File: config.mk
export PLATFORM = sky130hd
export DESIGN_NAME = alu_byte_sequencer_flat
export DESIGN_NICKNAME = d
export VERILOG_FILES = /design/src/rtl/alu_byte_sequencer_if.sv /design/src/rtl/alu_byte_sequencer.sv /design/src/flat_wrapper.sv
export SDC_FILE = /design/constraint.sdc
export NUM_CORES = 1
export LEC_CHECK = 0
export ABC_AREA = 1
export BUFFER_PORTS_ARGS = -buffer_cell sky130_fd_sc_hd__clkbuf_2
export CORE_ASPECT_RATIO = 0.5
export CORE_MARGIN = 4
export CORE_UTILIZATION = 25
export DETAILED_ROUTE_END_ITERATION = 8
export SYNTH_ARGS = -nofsm -noshare
export SYNTH_HDL_FRONTEND = slang
export SYNTH_SLANG_ARGS = --single-unit
File: constraint.sdc
create_clock -name clk -period 1.2 [get_ports clk]
set_input_delay 0.24 -clock clk [delete_from_list [all_inputs] [get_ports clk]]
set_output_delay 0.24 -clock clk [all_outputs]
set_load 0.02 [all_outputs]
File: src/rtl/alu_byte_sequencer_if.sv
// Bus bundle for alu_byte_sequencer: CPU-side request/result handshake and the shared 8-bit ALU port.
// Handshake: a request transfers on a rising edge where start_i=1 and ready_o=1; done_o pulses once per accepted request.
interface alu_byte_sequencer_if #(
    parameter int NBYTES = 2
);
    localparam int W = 8 * NBYTES;

    logic           start_i;
    logic           ready_o;
    logic [1:0]     op_i;
    logic [W-1:0]   a_i;
    logic [W-1:0]   b_i;
    logic           cin_i;
    logic           done_o;
    logic [W-1:0]   result_o;
    logic [2:0]     czn_o;
    logic [7:0]     alu_a_o;
    logic [7:0]     alu_b_o;
    logic [1:0]     alu_op_o;
    logic           alu_c_o;
    logic [7:0]     alu_result_i;
    logic [2:0]     alu_czn_i;
    logic [1:0]     state_dbg;

    modport slave (
        input  start_i, op_i, a_i, b_i, cin_i, alu_result_i, alu_czn_i,
        output ready_o, done_o, result_o, czn_o,
        output alu_a_o, alu_b_o, alu_op_o, alu_c_o, state_dbg
    );

    modport master (
        output start_i, op_i, a_i, b_i, cin_i, alu_result_i, alu_czn_i,
        input  ready_o, done_o, result_o, czn_o,
        input  alu_a_o, alu_b_o, alu_op_o, alu_c_o, state_dbg
    );
endinterface

File: src/rtl/alu_byte_sequencer.sv
// Runs 8*NBYTES-bit ADD/AND/OR on a shared 8-bit ALU, one byte per cycle, LSB first, and builds C/Z/N.
// Optional feature: define ALU_SEQ_SUB_EN to make op 11 a subtract (a - b); otherwise op 11 behaves as ADD.
module alu_byte_sequencer #(
    parameter int NBYTES = 2
) (
    input  logic                  clk,
    input  logic                  rst,
    alu_byte_sequencer_if.slave   bus
);
    localparam int W  = 8 * NBYTES;
    localparam int IW = (NBYTES > 1) ? $clog2(NBYTES) : 1;
    localparam logic [IW-1:0] LAST_IDX = IW'(NBYTES - 1);

`ifdef ALU_SEQ_SUB_EN
    localparam bit SUB_EN = 1'b1;
`else
    localparam bit SUB_EN = 1'b0;
`endif

    typedef enum logic [1:0] {
        IDLE = 2'd0,
        RUN  = 2'd1,
        DONE = 2'd2
    } state_t;

    state_t          state_q, state_d;
    logic [W-1:0]    a_q, b_q, work_q, result_q;
    logic [1:0]      op_q;
    logic [IW-1:0]   idx_q;
    logic            carry_q, zero_q;
    logic [2:0]      czn_q;
    logic            is_add_q, is_sub_q, accept;

    // Op 11 is an add in both builds; with subtract enabled it also inverts b and forces carry-in.
    assign is_add_q = (op_q == 2'b00) || (op_q == 2'b11);
    assign is_sub_q = SUB_EN && (op_q == 2'b11);
    assign accept   = (state_q == IDLE) && bus.start_i;

    always_ff @(posedge clk) begin
        if (rst) state_q <= IDLE;
        else     state_q <= state_d;
    end

    always_comb begin
        state_d      = state_q;
        bus.ready_o  = 1'b0;
        bus.done_o   = 1'b0;
        bus.alu_a_o  = 8'h00;
        bus.alu_b_o  = 8'h00;
        bus.alu_op_o = 2'b00;
        bus.alu_c_o  = 1'b0;
        case (state_q)
            IDLE: begin
                bus.ready_o = 1'b1;
                if (bus.start_i) state_d = RUN;
            end
            RUN: begin
                bus.alu_a_o  = a_q[8*int'(idx_q) +: 8];
                bus.alu_b_o  = is_sub_q ? ~b_q[8*int'(idx_q) +: 8] : b_q[8*int'(idx_q) +: 8];
                bus.alu_op_o = is_add_q ? 2'b00 : op_q;
                bus.alu_c_o  = is_add_q ? carry_q : 1'b0;
                if (idx_q == LAST_IDX) state_d = DONE;
            end
            DONE: begin
                bus.done_o = 1'b1;
                state_d    = IDLE;
            end
            default: state_d = IDLE;
        endcase
    end

    always_ff @(posedge clk) begin
        if (rst) begin
            a_q      <= '0;
            b_q      <= '0;
            op_q     <= 2'b00;
            idx_q    <= '0;
            carry_q  <= 1'b0;
            zero_q   <= 1'b1;
            work_q   <= '0;
            result_q <= '0;
            czn_q    <= 3'b000;
        end else begin
            if (accept) begin
                a_q    <= bus.a_i;
                b_q    <= bus.b_i;
                op_q   <= bus.op_i;
                idx_q  <= '0;
                zero_q <= 1'b1;
                if (SUB_EN && bus.op_i == 2'b11)
                    carry_q <= 1'b1;
                else if (bus.op_i == 2'b00 || bus.op_i == 2'b11)
                    carry_q <= bus.cin_i;
                else
                    carry_q <= 1'b0;
            end
            if (state_q == RUN) begin
                work_q[8*int'(idx_q) +: 8] <= bus.alu_result_i;
                carry_q <= is_add_q ? bus.alu_czn_i[2] : 1'b0;
                zero_q  <= zero_q & (bus.alu_result_i == 8'h00);
                if (idx_q != LAST_IDX) idx_q <= idx_q + 1'b1;
            end
            // N comes from the assembled word, not from the ALU's per-byte flag.
            if (state_q == DONE) begin
                result_q <= work_q;
                czn_q    <= {carry_q, zero_q, work_q[W-1]};
            end
        end
    end

    assign bus.result_o  = result_q;
    assign bus.czn_o     = czn_q;
    assign bus.state_dbg = state_q;
endmodule

File: src/flat_wrapper.sv
// flat-port wrapper written by rule: the top's interface ports become plain ports
module alu_byte_sequencer_flat 
#(
    parameter int NBYTES = 2
)
  (clk, rst, bus_start_i, bus_op_i, bus_a_i, bus_b_i, bus_cin_i, bus_alu_result_i, bus_alu_czn_i, bus_ready_o, bus_done_o, bus_result_o, bus_czn_o, bus_alu_a_o, bus_alu_b_o, bus_alu_op_o, bus_alu_c_o, bus_state_dbg);
  alu_byte_sequencer_if #(.NBYTES(NBYTES)) bus_i ();
  input  logic clk;
  input  logic rst;
  input wire logic [$bits(bus_i.start_i)-1:0] bus_start_i;
  input wire logic [$bits(bus_i.op_i)-1:0] bus_op_i;
  input wire logic [$bits(bus_i.a_i)-1:0] bus_a_i;
  input wire logic [$bits(bus_i.b_i)-1:0] bus_b_i;
  input wire logic [$bits(bus_i.cin_i)-1:0] bus_cin_i;
  input wire logic [$bits(bus_i.alu_result_i)-1:0] bus_alu_result_i;
  input wire logic [$bits(bus_i.alu_czn_i)-1:0] bus_alu_czn_i;
  output wire logic [$bits(bus_i.ready_o)-1:0] bus_ready_o;
  output wire logic [$bits(bus_i.done_o)-1:0] bus_done_o;
  output wire logic [$bits(bus_i.result_o)-1:0] bus_result_o;
  output wire logic [$bits(bus_i.czn_o)-1:0] bus_czn_o;
  output wire logic [$bits(bus_i.alu_a_o)-1:0] bus_alu_a_o;
  output wire logic [$bits(bus_i.alu_b_o)-1:0] bus_alu_b_o;
  output wire logic [$bits(bus_i.alu_op_o)-1:0] bus_alu_op_o;
  output wire logic [$bits(bus_i.alu_c_o)-1:0] bus_alu_c_o;
  output wire logic [$bits(bus_i.state_dbg)-1:0] bus_state_dbg;
  assign bus_i.start_i = bus_start_i;
  assign bus_i.op_i = bus_op_i;
  assign bus_i.a_i = bus_a_i;
  assign bus_i.b_i = bus_b_i;
  assign bus_i.cin_i = bus_cin_i;
  assign bus_i.alu_result_i = bus_alu_result_i;
  assign bus_i.alu_czn_i = bus_alu_czn_i;
  assign bus_ready_o = bus_i.ready_o;
  assign bus_done_o = bus_i.done_o;
  assign bus_result_o = bus_i.result_o;
  assign bus_czn_o = bus_i.czn_o;
  assign bus_alu_a_o = bus_i.alu_a_o;
  assign bus_alu_b_o = bus_i.alu_b_o;
  assign bus_alu_op_o = bus_i.alu_op_o;
  assign bus_alu_c_o = bus_i.alu_c_o;
  assign bus_state_dbg = bus_i.state_dbg;
  alu_byte_sequencer #(.NBYTES(NBYTES)) u_core (.clk(clk), .rst(rst), .bus(bus_i));
endmodule
==> results.cfg <==
[status]
outcome = complete, but fails checks
violations = negative setup slack

[sta]
period_share_pct = 132
setup_tns_ns = -15.72
slew_viol_final = 0
holdWs_ns = 0.126
setup_slack_ns = -0.384
worst_slew_pin_slew_ns = 0.238
fmax_ghz = 0.631
fin_skew_ns = 0.00624
hold_viol_final = 0
fin_crit_ns = 1.58
rsz0062_at_grt = yes
finalSetupViolations = 79
slew_headroom_pct = 84.1

[drt]
drt_drc_violations_left = 0
avgViaCountPerCell = 4.49
antenna_left = 0
via_count = 2950
drt_iter0_drc = 162
wl_per_cell_microns = 14.4
drt_first_pass_iters = 4
drt-total-wl_microns = 9490

[global_route]
grt_remaining_overflow = 0
grt_max_degree = 38
track_usage_pct = 14.2
grt_pass1_wl_microns = 15000
antenna_found_initial = 0
grt_pass1_vias = 2946

[synth]
synth_nets = 434
ys_types = 20
yosysMostFrequentCell = nor2_1
postSynthAreaPerCell_sq_um = 7.55
netlist_area_sq_um = 2890
synthTopCellsByArea = dfxtp_1 (51%), o21ai_0 (11%), nor2_1 (10%)
synth_seq_cells = 73
synth_top_area_share_pct = 50.5
synth-warning-count = 0
synth-edff-count = 0
synth.top_cells.by_count = nor2_1 (79), dfxtp_1 (73), o21ai_0 (66)
yosysTopAreaCell = dfxtp_1
yosys_most_used_dff = dfxtp_1
synthCells = 383
ys_seq_area_share_pct = 50.5
ys_async_sr_fraction_pct = 0

[floorplanning]
num_rows = 27
initial_core_util_pct = 25.9
die_height_microns = 84.0
die_area_sq_um = 13500
die_x_microns = 160
core_sq_um = 11100
io_pins = 91

[placed_design]
dp_hpwl_microns = 5510
pre_cts_ws_ns = -0.0768
place.gp.congestion = 0.759
io_buffer_count = 88

[power]
p_clk_share_pct = 36.7
power.internal_uw = 4770
power-per-cell-area_nw_per_um2 = 1290
p_sw_uw = 1910
p_leak_uw = 0.00214
vdd_drop_max_v = 0.000640
p_total_uw = 6680
seq_power_share_pct = 40.1
p_comb_share_pct = 23.3
swShare_pct = 28.6

[setup_path]
worstPathCellList = nor2_4, inv_4, buf_12, a21oi_4, buf_8
path_class = flop to primary output
slowest_stage = dfxtp_4
reg2reg_slack_ns = -0.23
crit_end = bus_alu_a_o[7]
cp_max_fo = 6
worstPathArrival_ns = 1.34
r2r_cells = 8
slowest_delay_ns = 0.35
timing.rr.end = u_core.b_q[6]$_SDFFE_PP0P_
cp-end-kind = primary output
worstSetupStartpoint = u_core.bus.state_dbg[1]$_SDFFE_PP0P_
cp-start-kind = flop
timing.rr.start = u_core.bus.state_dbg[1]$_SDFFE_PP0P_
required_ns = 0.96

[cts]
cts_buffer_depth = 2
htreeDepth = 3
ctsHoldBuffers = 0
cts_inserted_buffers = 9
clkTransAtPathRegs_ns = 0.05
root_buffer = clkbuf_16
cts.sinks = 73
cts_tree = yes
insertion_delay_ns = 0.33

[min_path]
hold_class = primary input to flop

[job]
maxCapViolCount = 0

[cells_and_area]
drive_above_1_share_pct = 46.1
area_delta_synth_final_pct = 78.6
fin_nets = 559
num_antenna_cells = 0
fin_util_pct = 46.3
n_fill_cell = 1072
stage by stage:
| step | instances | instance area [sq um] |
|---|---|---|
| floorplan | 383 | 3110 |
| global placement | 613 | 3860 |
| detailed placement | 613 | 3860 |
| CTS | 649 | 4900 |
| global route | 657 | 5160 |
| finish | 657 | 5160 |
flip-flops by register name (all words and copies together), names as in the netlist:
register              count
u_core.op_q               2
u_core.idx_q              1
u_core.a_q               16
u_core.bus.state_dbg      2
u_core.work_q            16
u_core.bus.result_o      15
u_core.bus.czn_o          3
u_core.b_q               16
u_core.carry_q            1
u_core.zero_q             1
cells by family (layout without fill, tap and decap cells):
| family | count (synthesis) | in the layout | synth area share (%) |
|---|---|---|---|
| AND/OR/NAND/NOR | 134 | 135 | 18.9 |
| adder cells (fa/ha/maj) | 2 | 2 | 0.865 |
| AO/OA/AOI/OAI | 120 | 120 | 20.9 |
| flip-flops | 73 | 73 | 50.5 |
| buffers and inverters | 54 | 182 | 8.83 |
routing by layer:
layer | up-vias | wire length [microns] | share of wire, % | global-route usage [%]
met5 | - | 0 | 0 | 0
met4 | 0 | 127 | 1.3 | 4.68
met3 | 15 | 370 | 3.9 | 4.44
met2 | 52 | 4710 | 50 | 24.8
met1 | 1383 | 4280 | 45 | 16.6
li1 | 1500 | - | - | -
placed cells by master (no fill, tap or decap), types with 12 or more instances in the layout:
cell type	synthesis	layout
clkbuf_2	2	65
o21ai_0	66	16
nor2_1	79	74
o21ai_1	1	13
nand2_1	47	46
dfxtp_1	73	69
o21ai_2	1	38
a21oi_4	0	16
buf_12	0	14
inv_1	24	21
a21oi_1	52	33
clkbuf_8	0	20
buf_4	5	12
repair_timing:
action	4_1_cts	5_1_grt
cloned	13	2
endpoints found under the setup margin	67	95
pin swaps	5	22
setup buffers	8	8
gates resized for setup	126	62
worst min-delay path by stage:
stage | startpoint | endpoint | slack, ns | depth (start not counted)
finish | rst | u_core.bus.state_dbg[0]$_SDFFE_PP0P_ | 0.13 | 2
global route | rst | u_core.bus.state_dbg[0]$_SDFFE_PP0P_ | 0.13 | 2
CTS | rst | u_core.bus.state_dbg[0]$_SDFFE_PP0P_ | 0.12 | 2
detailed placement | u_core.work_q[10]$_SDFFE_PP0P_ | u_core.bus.result_o[10]$_SDFFE_PP0P_ | 0.45 | 2
global placement | u_core.work_q[4]$_SDFFE_PP0P_ | u_core.work_q[4]$_SDFFE_PP0P_ | 0.44 | 2
floorplan | rst | u_core.bus.state_dbg[0]$_SDFFE_PP0P_ | 0.30 | 1
cell type report:
type	instances	area [sq um]	share of cell area, %
Clock inverter	6	43.8	0.848
Timing Repair Buffer	138	1510	29.2
Inverter	29	126	2.45
Clock buffer	9	225	4.36
Multi-Input combinational cell	257	1610	31.1
Sequential cell	73	1470	28.5
Tap cell	145	181	3.51
critical path: cells and delay by family, from the launching register on:
family,cells,cell delay (ns)
simple gates,1,0.14
flops,1,0.35
buf+inv,3,0.37
compound gates,1,0.15
power by group through the flow:
stage / clock [uW] / combinational [uW] / sequential (uW)
floorplan: 0 / 622 / 2730
global placement: 0 / 1000 / 2720
detailed placement: 0 / 1010 / 2720
CTS: 2540 / 1480 / 2670
global route: 2640 / 1680 / 2700
finish: 2450 / 1560 / 2680
(Power assumes the default switching activity.)
